==> config.mk <==
export PLATFORM = sky130hd
export DESIGN_NAME = mux_arbiter
export DESIGN_NICKNAME = d
export VERILOG_FILES = /design/src/rtl/mux_arbiter_pkg.sv /design/src/rtl/mux_arbiter_rr_pick.sv /design/src/rtl/mux_arbiter.sv
export SDC_FILE = /design/constraint.sdc
export NUM_CORES = 1
export LEC_CHECK = 0
export BUFFER_PORTS_ARGS = -buffer_cell sky130_fd_sc_hd__buf_2
export CAP_MARGIN = 20
export CORE_UTILIZATION = 30
export CTS_CLUSTER_SIZE = 40
export DETAILED_ROUTE_END_ITERATION = 12
export MAX_ROUTING_LAYER = met4
export PLACE_DENSITY = 0.53
export RECOVER_POWER = 100
export SLEW_MARGIN = 0
export SYNTH_ARGS = -nofsm -noshare
export SYNTH_HDL_FRONTEND = slang
export SYNTH_SLANG_ARGS = --single-unit
==> constraint.sdc <==
create_clock -name clk -period 3.2 [get_ports clk]
set_input_delay 0.32 -clock clk [delete_from_list [all_inputs] [get_ports clk]]
set_output_delay 0.32 -clock clk [all_outputs]
set_load 0.01 [all_outputs]
==> src/rtl/mux_arbiter_pkg.sv <==
// mux_arbiter_pkg
//   Shared definitions for the round-robin mux arbiter: requester count,
//   selector width, FSM state encoding and a one-hot to index helper.
//   No ports (package).
package mux_arbiter_pkg;

  localparam int NUM_REQ = 4;
  localparam int SEL_W   = 2;

  typedef enum logic {
    ST_IDLE  = 1'b0,
    ST_GRANT = 1'b1
  } state_t;

  // Index of the set bit of a one-hot vector; returns 0 for an all-zero vector.
  function automatic logic [SEL_W-1:0] onehot_to_idx(input logic [NUM_REQ-1:0] oh);
    logic [SEL_W-1:0] idx;
    idx = '0;
    for (int i = 0; i < NUM_REQ; i++) begin
      if (oh[i]) idx = idx | SEL_W'(i);
    end
    return idx;
  endfunction

endpackage

==> src/rtl/mux_arbiter_rr_pick.sv <==
// mux_arbiter_rr_pick
//   Combinational rotating-priority picker. Scans the eligible requests
//   (req with mask bits removed) starting at ptr and wrapping, and reports
//   the first one found.
// Ports
//   req   in  4  request vector
//   mask  in  4  bits to exclude from this pick
//   ptr   in  2  highest-priority position
//   found out 1  at least one eligible request
//   idx   out 2  index of the winner (valid when found)
module mux_arbiter_rr_pick
  import mux_arbiter_pkg::*;
(
  input  logic [NUM_REQ-1:0] req,
  input  logic [NUM_REQ-1:0] mask,
  input  logic [SEL_W-1:0]   ptr,
  output logic               found,
  output logic [SEL_W-1:0]   idx
);

  logic [NUM_REQ-1:0] elig;
  logic [SEL_W-1:0]   cand;

  always_comb begin
    elig  = req & ~mask;
    found = 1'b0;
    idx   = ptr;
    cand  = ptr;
    for (int i = 0; i < NUM_REQ; i++) begin
      // SEL_W-bit addition wraps 3 -> 0 naturally
      cand = ptr + SEL_W'(i);
      if (!found && elig[cand]) begin
        found = 1'b1;
        idx   = cand;
      end
    end
  end

endmodule

==> src/rtl/mux_arbiter.sv <==
// mux_arbiter
//   Round-robin arbiter sharing one 4:1 16-bit mux among four requesters.
//   Grants one requester at a time (registered one-hot grant) and drives the
//   mux selector. A releasing owner hands over back-to-back to the next
//   requester in rotation with no dead cycle.
// Optional feature
//   ARB_TIMEOUT_EN : when defined, an owner that has held the grant for
//   MAX_HOLD cycles is preempted if anyone else is requesting; preempt pulses
//   for the cycle the new grant appears. Undefined: no preemption, preempt=0.
// Parameters
//   MAX_HOLD  max consecutive grant cycles before preemption (timeout build)
//   CNT_WIDTH hold-counter width, must hold MAX_HOLD-1
// Ports
//   clk      in  1  clock, rising edge
//   rst      in  1  synchronous reset, active-high
//   req      in  4  request per requester, held until served
//   grant    out 4  one-hot grant, registered
//   selector out 2  index of current/last grantee, registered
//   busy     out 1  any grant active
//   preempt  out 1  1-cycle pulse when a grant is revoked by timeout
module mux_arbiter
  import mux_arbiter_pkg::*;
#(
  parameter int MAX_HOLD  = 8,
  parameter int CNT_WIDTH = 4
) (
  input  logic               clk,
  input  logic               rst,
  input  logic [NUM_REQ-1:0] req,
  output logic [NUM_REQ-1:0] grant,
  output logic [SEL_W-1:0]   selector,
  output logic               busy,
  output logic               preempt
);

  if (MAX_HOLD < 1 || CNT_WIDTH < 1 || (MAX_HOLD - 1) >= (1 << CNT_WIDTH)) begin : g_bad_params
    $error("mux_arbiter: CNT_WIDTH too small for MAX_HOLD");
  end

  state_t             state, state_n;
  logic [SEL_W-1:0]   ptr, ptr_n;
  logic [NUM_REQ-1:0] grant_n;
  logic [SEL_W-1:0]   sel_n;

  logic [SEL_W-1:0]   owner;
  logic [SEL_W-1:0]   owner_nxt;
  logic [NUM_REQ-1:0] own_mask;
  logic [SEL_W-1:0]   pick_ptr;
  logic               found;
  logic [SEL_W-1:0]   win;
  logic               timeout;

`ifdef ARB_TIMEOUT_EN
  localparam logic [CNT_WIDTH-1:0] HOLD_LAST = CNT_WIDTH'(MAX_HOLD - 1);
  logic [CNT_WIDTH-1:0] hold_cnt, hold_n;
  logic                 preempt_n;
`endif

  // While granted, the owner is masked and the scan starts just past it, so
  // a requester re-asserting in its own release cycle cannot win again.
  assign owner     = onehot_to_idx(grant);
  assign owner_nxt = owner + SEL_W'(1);
  assign own_mask  = (state == ST_GRANT) ? (NUM_REQ'(1) << owner) : '0;
  assign pick_ptr  = (state == ST_GRANT) ? owner_nxt : ptr;
  assign busy      = |grant;

`ifdef ARB_TIMEOUT_EN
  assign timeout = (state == ST_GRANT) && (hold_cnt == HOLD_LAST) && (|(req & ~own_mask));
`else
  assign timeout = 1'b0;
`endif

  mux_arbiter_rr_pick u_rr_pick (
    .req   (req),
    .mask  (own_mask),
    .ptr   (pick_ptr),
    .found (found),
    .idx   (win)
  );

  always_comb begin
    state_n = state;
    ptr_n   = ptr;
    grant_n = grant;
    sel_n   = selector;
    case (state)
      ST_IDLE: begin
        if (found) begin
          grant_n = NUM_REQ'(1) << win;
          sel_n   = win;
          state_n = ST_GRANT;
        end
      end
      ST_GRANT: begin
        if (!req[owner] || timeout) begin
          ptr_n = owner_nxt;
          if (found) begin
            grant_n = NUM_REQ'(1) << win;
            sel_n   = win;
          end else begin
            // selector keeps the last grantee so the mux output stays stable
            grant_n = '0;
            state_n = ST_IDLE;
          end
        end
      end
      default: begin
        grant_n = '0;
        state_n = ST_IDLE;
      end
    endcase

`ifdef ARB_TIMEOUT_EN
    // A timeout always has another requester, so it always hands over.
    preempt_n = timeout & req[owner];
    if (state_n != ST_GRANT || grant_n != grant) begin
      hold_n = '0;
    end else if (hold_cnt != HOLD_LAST) begin
      hold_n = hold_cnt + CNT_WIDTH'(1);
    end else begin
      hold_n = hold_cnt;
    end
`endif
  end

  always_ff @(posedge clk) begin
    if (rst) begin
      state    <= ST_IDLE;
      ptr      <= '0;
      grant    <= '0;
      selector <= '0;
    end else begin
      state    <= state_n;
      ptr      <= ptr_n;
      grant    <= grant_n;
      selector <= sel_n;
    end
  end

`ifdef ARB_TIMEOUT_EN
  always_ff @(posedge clk) begin
    if (rst) begin
      hold_cnt <= '0;
      preempt  <= 1'b0;
    end else begin
      hold_cnt <= hold_n;
      preempt  <= preempt_n;
    end
  end
`else
  assign preempt = 1'b0;
`endif

endmodule

# --- Word level (Yosys, flattened, before mapping) ---
# Index checks and enable logic that the tools add are counted.
classes:
  add_sub_neg: 4
  magnitude_cmp: 5
  n_eq_ne: 2
  shift: 2
  muxes: 32
  bitwise: 4
  reduce_logical: 9
ops:
  columns: ["op", "count"]
  rows:
  - ["$mux 2", 8]
  - ["$mux 4", 4]
  - ["$lt 2x3->1 const B", 5]
  - ["$mux 1", 12]
  - ["$bmux 1 s2", 5]
  - ["$pmux 4 s2", 1]
  - ["$shl 1x2->4 const A", 2]
  - ["$add 2x1->2 const B", 2]
  - ["$add 2x2->2 const B", 2]
  - ["$and 4x4->4", 1]
  - ["$ne 2x2->1 const B", 2]
  - ["$not 4->4", 1]
  - ["$pmux 2 s2", 1]
  - ["$reduce_and 2->1", 2]
  - ["$reduce_or 4->1", 1]
  - ["$logic_and 1x1->1", 3]
  - ["$logic_not 1->1", 3]
  - ["$not 1->1", 2]
  - ["$pmux 1 s2", 1]
totals:
  regBits: 9
  in_bits: 6
  output_inout_bits: 8
  word_cells: 62

# --- Longest topological paths before layout ---
# Gate-level depths: netlist (run 1).
logic_depth:
  ltp_word: 23
  depth_mapped: 8
  depth_no_buf: 7

# --- Hierarchy ---
# Synthesis (run 1) repeated with hierarchy kept, for this count alone.
unflattened:
  cells_unflattened: 81
  hier_area_um2: 658.1
by_module_without_submodules:
  columns: ["module", "instances", "cells_each", "area_each_um2", "seq_area_each_um2"]
  rows:
  - ["mux_arbiter", 1, 60, 521.8, 180.2]
  - ["mux_arbiter_rr_pick", 1, 21, 136.4, 0.0]

# --- Worst setup path after synthesis (run 1) ---
# OpenSTA, ideal clock, no wires.
synth_timing:
  path_kind: "register to register"
  start: "register grant[1]"
  end: "register grant[0]"
  setup_ns: 0.070
  t_arrival_ns: 2.343
  required_time_ns: 3.130
  path_slack_ns: 0.787
  stages_incl_launch_ff: 8
  n_path_buf: 0
  period_less_slack_ns: 2.413
  cell_sequence: "dfxtp_1 > xor2_2 > a21oi_2 > mux2_4 > o21a_1 > or4_4 > a211oi_4 > o2bb2ai_1"
synth_between:
  elab_chain_cells: 23
  elab_cells_between_ends: 43
  cone_classes: "add/sub: 4; eq/ne: 2; shift: 2; mux: 26; bitwise: 2; reduce/logical: 7"
synth_rtl:
  columns: ["item", "line", "source"]
  rows:
  - ["start, declared", "mux_arbiter.sv:30", "output logic [NUM_REQ-1:0] grant,"]
  - ["start signal, assigned", "mux_arbiter.sv:135", "grant <= grant_n;"]
  - ["$mux 1 (*)", "mux_arbiter_pkg.sv:20", "if (oh[i]) idx = idx | SEL_W'(i);"]
  - ["$mux 2 (*) (2 in series)", "mux_arbiter_pkg.sv:20", null]
  - ["branches (longest 20 deep; another with $add 2x1->2)", null, null]
# Mark *: on every way between the ends. The select of a mux whose other input is x is not followed.
# A chain may end at the register's enable or synchronous reset.

# --- Worst setup path in the final report (run 1) ---
layout_timing:
  start: "register grant[2]"
  end: "register grant[0]"
layout_between:
  elab_chain_cells: 22
  elab_cells_between_ends: 42
  cone_classes: "add/sub: 4; eq/ne: 2; shift: 2; mux: 25; bitwise: 2; reduce/logical: 7"
layout_rtl:
  columns: ["item", "line"]
  rows:
  - ["$mux 2 (*) (2 in series)", "mux_arbiter_pkg.sv:20"]
  - ["branches (longest 20 deep; another with $add 2x1->2)", null]
# Marked as above.

==> metrics.md, run 1 <==
| Metric | Value |
|---|---|
| Final ANT Viol Nets | `0` |
| Postcts setup bufs | `0` |
| Cells on worst reg2reg path | `7` |
| LEAKAGE | `between 0.3 and 0.4 nW` |
| Layout cells sized above 1 | `12.6%` |
| Number of gates resized after cts | `0` |
| Initial antenna violation count | `0` |
| Global-route wire length before repair | `3.32 mm` |
| Register bit total from synthesis | `9` |
| Vias in the first global route | `around 700` |
| Drt pass-1 iters | `4` |
| Power share of the combinational group | `64.8%` |
| Root Driver | `clkbuf_4` |
| Register area share after synthesis | `a little over a fifth` |
| Remaining Overflow, GRT | `0` |
| Most frequent cell after synthesis | `dfxtp_1` |
| WL/cell | `14.2 um` |
| Sw Share | `49.4%` |
| # port buffers | `12` |
| Peak VDD IR | `438 uV` |
| Post-Synthesis Cells | `100` |
| N_diodes | `0` |
| Core area | `2540 um^2` |
| Max Clock Freq | `~360 MHz` |
| MaxCap Viol Count | `0` |
| Vias per cell | `5.68` |
| Clk_skew | `slightly above 0.002 ns` |
| Pre-CTS WS | `0.532 ns` |
| DR vias | `approximately 800` |
| Syn Nets | `106` |
| Final wirelength | `2.01 mm` |
| Clk pwr share | `9.6%` |
| Die height | `roughly 55 um` |
| EDFF count, synth | `0` |
| Global placement routability congestion | `0.846` |
| Layout Area Growth over Synthesis | `9.92%` |
| Worst EP arrival | `2.97 ns` |
| Tcrit/Tclk final | `just under 90%` |
| Hold_ws | `0.362 ns` |
| Largest area contributor in the netlist | `dfxtp_1` |
| CP Capture Type | `register` |
| Inst Count DP | `137` |
| Hold crit path type | `in -> reg` |
| Worst-path clk slew | `0.06 ns` |
| PD cells | `948 nW/um^2` |
| Nets@finish | `118` |
| Flop pwr share | `25.6%` |
| Hold Violations, Final | `0` |
| Hold endpoint | `ptr[0]` |
| Setup_tns | `0 ns` |
| Hold-critical path depth | `2` |
| Syn avg cell area | `8.32 um^2` |
| Max-slew violation count | `0` |
| Final WS setup | `between 0.4 and 0.5 ns` |
| Synthesized area | `832 um^2` |
| Rel. slew slack | `between 60% and 70%` |
| Die Area | `2990 um^2` |
| FFs w/ async S/R, synth | `0%` |
| Reg2reg end | `grant[0]` |
| Distinct cells, synth | `46` |
| Non-Filler Instances | `141` |
| DR iter-0 viols | `32` |
| Reg2Reg Setup Slack | `roughly 0.42 ns` |
| Initial Utilization | `between 30% and 40%` |
| Clock sink total | `9` |
| Max clock buf depth | `2` |
| Tmin final | `2.78 ns` |
| Pin count of the biggest net entering global routing | `13` |
| CTS tree | `done` |
| Critical path type | `reg -> reg` |
| Critical path startpoint category | `register` |
| I/O pins | `14` |
| Unrepaired setup endpoints after global routing | `false` |
| Internal power | `~0.44 mW` |
| Synth top cells by count | `9 x dfxtp_1, 7 x a21oi_1, 7 x nor2_1, 6 x mux2i_1, 5 x o2bb2ai_1` |
| Synthesis Warnings | `0` |
| Worst skew pair latency | `approximately 0.25 ns` |
| GRT Util Overall | `15.9%` |
| Die width | `54.7 um` |
| Ys flop type | `dfxtp_1` |
| Setup-failing EPs final | `0` |
| Hold path start | `rst` |
| CP Data Required Time | `~3.4 ns` |
| Total CTS buffers | `3` |
| DR DRC count | `0` |
| HPWL after detailed placement | `1.57 mm` |
| Sw power | `0.428 mW` |
| Largest cells by area after synthesis | `dfxtp_1 22%, mux2i_1 7.2%, o2bb2ai_1 5.3%, a21oi_1 4.2%, o31ai_1 3.6%` |
| Synth top area share | `a little over a fifth` |
| Hold buffers post-CTS | `0` |
| Row count | `18` |
| Fin util | `35.9%` |
| Worst-margin pin slew | `approximately 0.49 ns` |
| Outcome | `complete, no violations` |
| Worst r2r src | `grant[2]` |
| Maximum fanout along the worst path | `12` |
| H-Tree Depth | `1` |
==> worst max-delay path, stage by stage, from the launching register on <==
cell and delay, ns:
dfxtp_1 0.60, xor2_1 0.21, a31oi_1 0.32, a21boi_0 0.35, a21boi_0 0.19, or4_4 0.59, a211oi_4 0.32, o2bb2ai_1 0.14
==> cell usage in the layout (no fill, tap or decap), types with 2 or more instances in the layout <==
master | Yosys | layout
o2bb2ai_1 | 5 | 5
nor2b_1 | 4 | 4
mux2i_1 | 6 | 6
o211ai_1 | 3 | 3
o21ai_0 | 4 | 4
o31ai_1 | 4 | 4
nor3_1 | 2 | 2
a21oi_1 | 7 | 7
dfxtp_1 | 9 | 9
a21boi_0 | 1 | 2
o21a_1 | 3 | 3
a21o_1 | 3 | 3
inv_1 | 2 | 2
clkbuf_1 | 1 | 8
o31a_1 | 2 | 2
nor2_1 | 7 | 7
nand2b_1 | 2 | 2
buf_2 | 2 | 5
clkbuf_4 | 0 | 3
and2_1 | 3 | 2
o22ai_1 | 2 | 2
or3b_1 | 2 | 2
nand2_1 | 2 | 2
==> metal layers <==
layer	vias up	part of all wire (%)	wire length (um)	global-route usage, %
li1	413	-	-	-
met1	376	52	1050	22.1
met2	12	44	891	23.5
met3	0	3.4	68	1.11
met4	0	0	0	6.41
met5	-	0	0	-
==> power by group through the flow <==
| stage | sequential (mW) | clock [mW] | combinational, mW |
|---|---|---|---|
| finish | 0.222 | 0.0830 | 0.562 |
| global route | 0.231 | 0.0942 | 0.620 |
| CTS | 0.224 | 0.0889 | 0.574 |
| detailed placement | 0.226 | 0 | 0.570 |
| global placement | 0.226 | 0 | 0.581 |
| floorplan | 0.212 | 0 | 0.449 |
==> sequential cells by signal (all words and copies together), names as in the netlist <==
signal,count
grant,4
ptr,2
selector,2
state,1
==> cell families (layout without fill, tap and decap cells) <==
logic type      after synthesis  after routing  share of synthesized area (%)
flops                         9              9                           21.7
buf+inv                       7             18                           3.91
compound gates               45             45                           40.8
xor+xnor                      1              1                           1.96
mux                           7              7                           9.02
simple gates                 30             30                           22.3
other cells                   1              1                          0.451
==> how the worst max path moves through the flow <==
stage / end / cells past startpoint / start / slack, ns
after floorplan: grant[0] / 7 / grant[1] / 0.79
after global placement: grant[0] / 7 / grant[2] / 0.56
after detailed placement: grant[1] / 7 / grant[2] / 0.53
after CTS: grant[0] / 7 / grant[2] / 0.51
after global routing: grant[3] / 7 / grant[2] / 0.16
final: grant[0] / 7 / grant[2] / 0.42
==> layout make-up <==
cell class,instances,area (um^2)
Fill cell,273,1630
Multi-Input combinational cell,84,612
Sequential cell,9,180
Timing Repair Buffer,12,51.3
Tap cell,30,37.5
Clock buffer,4,26.3
Inverter,2,7.51
==> stage by stage <==
stage / instance area (um^2) / total power, mW
2_1_floorplan: 832 / 0.661
3_3_place_gp: 905 / 0.807
3_5_place_dp: 905 / 0.796
4_1_cts: 931 / 0.887
5_1_grt: 915 / 0.945
6_report: 915 / 0.867
Power figures use the tool's default switching activity.
==> run 2, diff against run 1 <==
--- a/config.mk
+++ b/config.mk
@@ -5,6 +5,7 @@
 export SDC_FILE = /design/constraint.sdc
 export NUM_CORES = 1
 export LEC_CHECK = 0
+export ABC_AREA = 1
 export BUFFER_PORTS_ARGS = -buffer_cell sky130_fd_sc_hd__buf_2
 export CAP_MARGIN = 20
 export CORE_UTILIZATION = 30
==> metrics.md, run 2 <==
| Metric | Value |
|---|---|
| Inst Count DP | `178` |
| GRT Util Overall | `14.5%` |
| N_diodes | `0` |
| Fin util | `34.5%` |
| Setup_tns | `0 ns` |
| Drt pass-1 iters | `4` |
| EDFF count, synth | `0` |
| WL/cell | `about 11 um` |
| Worst skew pair latency | `about 0.25 ns` |
| Clock sink total | `9` |
| Tmin final | `2.51 ns` |
| Synth top cells by count | `51 x nand2_1, 16 x nand3_1, 13 x nand2_2, 9 x dfxtp_1, 7 x inv_1` |
| Fillcell total | `312` |
| Worst r2r src | `grant[3]` |
| Final ANT Viol Nets | `0` |
| Global placement routability congestion | `0.808` |
| Largest regs | `grant (4), ptr (2), selector (2)` |
| Syn Nets | `144` |
| CTS tree | `done` |
| Global-route wire length before repair | `3.57 mm` |
| Post-Synthesis Cells | `138` |
| Critical path's largest stage delay | `0.37 ns` |
| Final wirelength | `2.03 mm` |
| Die width | `55.7 um` |
| DR vias | `883` |
| Layout Area Growth over Synthesis | `8.82%` |
| Initial antenna violation count | `0` |
| Max Clock Freq | `398 MHz` |
| Worst-path clk slew | `roughly 0.060 ns` |
| Crit path top cell by count | `nand2_1` |
| H-Tree Depth | `1` |
| Max-slew violation count | `0` |
| Max clock buf depth | `2` |
| Hold buffers post-CTS | `0` |
| Crit path max-delay family | `simple AND/OR/NAND/NOR gates` |
| Vias per cell | `approximately 4.9` |
| Commonest cells after routing, fill and taps aside | `53 x nand2_1, 18 x nand3_1, 11 x nand2_2, 9 x dfxtp_1, 8 x inv_1` |
| Hold crit path type | `in -> reg` |
| FFs w/ async S/R, synth | `0%` |
| Ys flop type | `dfxtp_1` |
| Most frequent cell after synthesis | `nand2_1` |
| Non-Filler Instances | `182` |
| Postcts setup bufs | `0` |
| Cells on worst reg2reg path | `14` |
| Pin count of the biggest net entering global routing | `11` |
| Crit-path slowest cell | `dfxtp_1` |
| Critical path startpoint category | `register` |
| Layout cells sized above 1 | `27.2%` |
| Hold-critical path depth | `2` |
| DR DRC count | `0` |
| Hold path start | `rst` |
| Critical path type | `reg -> reg` |
| Critical path depth in cells | `14` |
| Initial Utilization | `a little under a third` |
| Hold Violations, Final | `0` |
| Outcome | `complete, no violations` |
| Worst EP arrival | `2.65 ns` |
| Syn avg cell area | `about 6.3 um^2` |
| Distinct cells, synth | `23` |
| Die height | `55.7 um` |
| Unrepaired setup endpoints after global routing | `false` |
| Clk_skew | `0.000762 ns` |
| CP Capture Type | `register` |
| Synthesis Warnings | `0` |
| I/O pins | `14` |
| Max FFs per register | `4` |
| HPWL after detailed placement | `1.58 mm` |
| Row count | `19` |
| PD cells | `1110 nW/um^2` |
| Core area | `2730 um^2` |
| Register bit total from synthesis | `9` |
| Setup-failing EPs final | `0` |
| Remaining Overflow, GRT | `0` |
| Synthesized area | `866 um^2` |
| Peak VDD IR | `475 uV` |
| LEAKAGE | `0.469 nW` |
| DR iter-0 viols | `15` |
| # port buffers | `12` |
| Largest area contributor in the netlist | `nand2_1` |
| Synth top area share | `between 20% and 30%` |
| CP Cell Sequence | `nor2_1 -> nand3_1 -> nand3_1 -> nand2_1 -> nand2_1 -> nand2_1 -> nand2_1 -> nand2_2 -> nor2_1 -> nor2_8 -> inv_1 -> nor2_2 -> nand3_1 -> a21oi_2` |
| Die Area | `3100 um^2` |
| CP Data Required Time | `about 3.3 ns` |
| Most common cell after layout, fill and taps aside | `nand2_1` |
| Top reg by flops | `grant` |
| Total CTS buffers | `3` |
| Number of gates resized after cts | `0` |
| MaxCap Viol Count | `0` |
| Maximum fanout along the worst path | `5` |
| Root Driver | `clkbuf_4` |
| Vias in the first global route | `approximately 850` |
| Tcrit/Tclk final | `78.5%` |
| Crit path launch | `grant[3]` |
| Worst path bufs/invs | `1` |
| Largest cells by area after synthesis | `nand2_1 22%, dfxtp_1 21%, nand2_2 9.4%, nand3_1 9.2%, nand3_2 6.9%` |
| Nets@finish | `158` |
| Register area share after synthesis | `20.8%` |
==> run 2: cell types whose count changed in the layout (fill, tap and decap cells not counted), moves of 4 or more <==
cell	previous run	this run
nor2b_1	4	0
nand3_1	0	18
mux2i_1	6	0
o21ai_0	4	0
inv_1	2	8
inv_2	0	4
o31ai_1	4	0
nand2_1	2	53
o2bb2ai_1	5	0
nand3_2	0	4
nand2_2	0	11
==> run 2: cell families after synthesis <==
| kind of cell | Yosys count | share of synthesized area [%] |
|---|---|---|
| AND/OR/NAND/NOR | 102 | 62.4 |
| buffers and inverters | 16 | 8.09 |
| flip-flops | 9 | 20.8 |
| other | 1 | 0.433 |
| AO/OA/AOI/OAI | 10 | 8.24 |
==> run 2: worst paths after layout <==
path	endpoint	slack [ns]
worst min-delay path	grant[0]	0.35
worst max-delay path	grant[3]	0.69
worst max register to register	grant[3]	0.69
worst min register to register	ptr[1]	0.48
==> run 2: per-layer routing <==
| metal | GRT usage (%) | vias to the layer above | part of all wire, % |
|---|---|---|---|
| met4 | 5.71 | 0 | 0.74 |
| li1 | - | 463 | - |
| met3 | 1.40 | 4 | 3.2 |
| met2 | 23.6 | 19 | 44 |
| met5 | - | - | 0 |
| met1 | 18.5 | 397 | 52 |
==> run 2: worst reg2reg max path, cell delays in order, from the launching register on <==
cell	delay, ns
dfxtp_1	0.37
nor2_1	0.34
nand3_1	0.22
nand3_1	0.25
nand2_1	0.12
nand2_1	0.12
nand2_1	0.06
nand2_1	0.11
nand2_2	0.07
nor2_1	0.35
nor2_8	0.07
inv_1	0.13
nor2_2	0.06
nand3_1	0.09
a21oi_2	0.05
==> run 2: cell type report <==
| cell class | count | area [um^2] | share of cell area (%) |
|---|---|---|---|
| multi-input combinational | 113 | 591 | 62.7 |
| clock buffer | 4 | 26.3 | 2.79 |
| inverter | 13 | 53.8 | 5.71 |
| sequential | 9 | 180 | 19.1 |
| timing repair buffer | 12 | 52.6 | 5.58 |
| tap | 31 | 38.8 | 4.12 |
==> run 2: stage by stage <==
step | setup WS (ns) | hold WS, ns | power [mW] | instance area (um^2)
6_report | 0.689 | 0.352 | 1.04 | 942
5_1_grt | 0.445 | 0.354 | 1.16 | 942
4_1_cts | 1.14 | 0.346 | 1.08 | 975
3_5_place_dp | 1.17 | 0.458 | 0.987 | 948
3_3_place_gp | 1.15 | 0.460 | 0.985 | 948
2_1_floorplan | 1.41 | 0.444 | 0.838 | 866
==> run 2: report_power, final <==
group	switching [mW]	internal [mW]
Clock	0.0380	0.0480
Sequential	0.0403	0.147
Combinational	0.515	0.256
Total	0.593	0.451
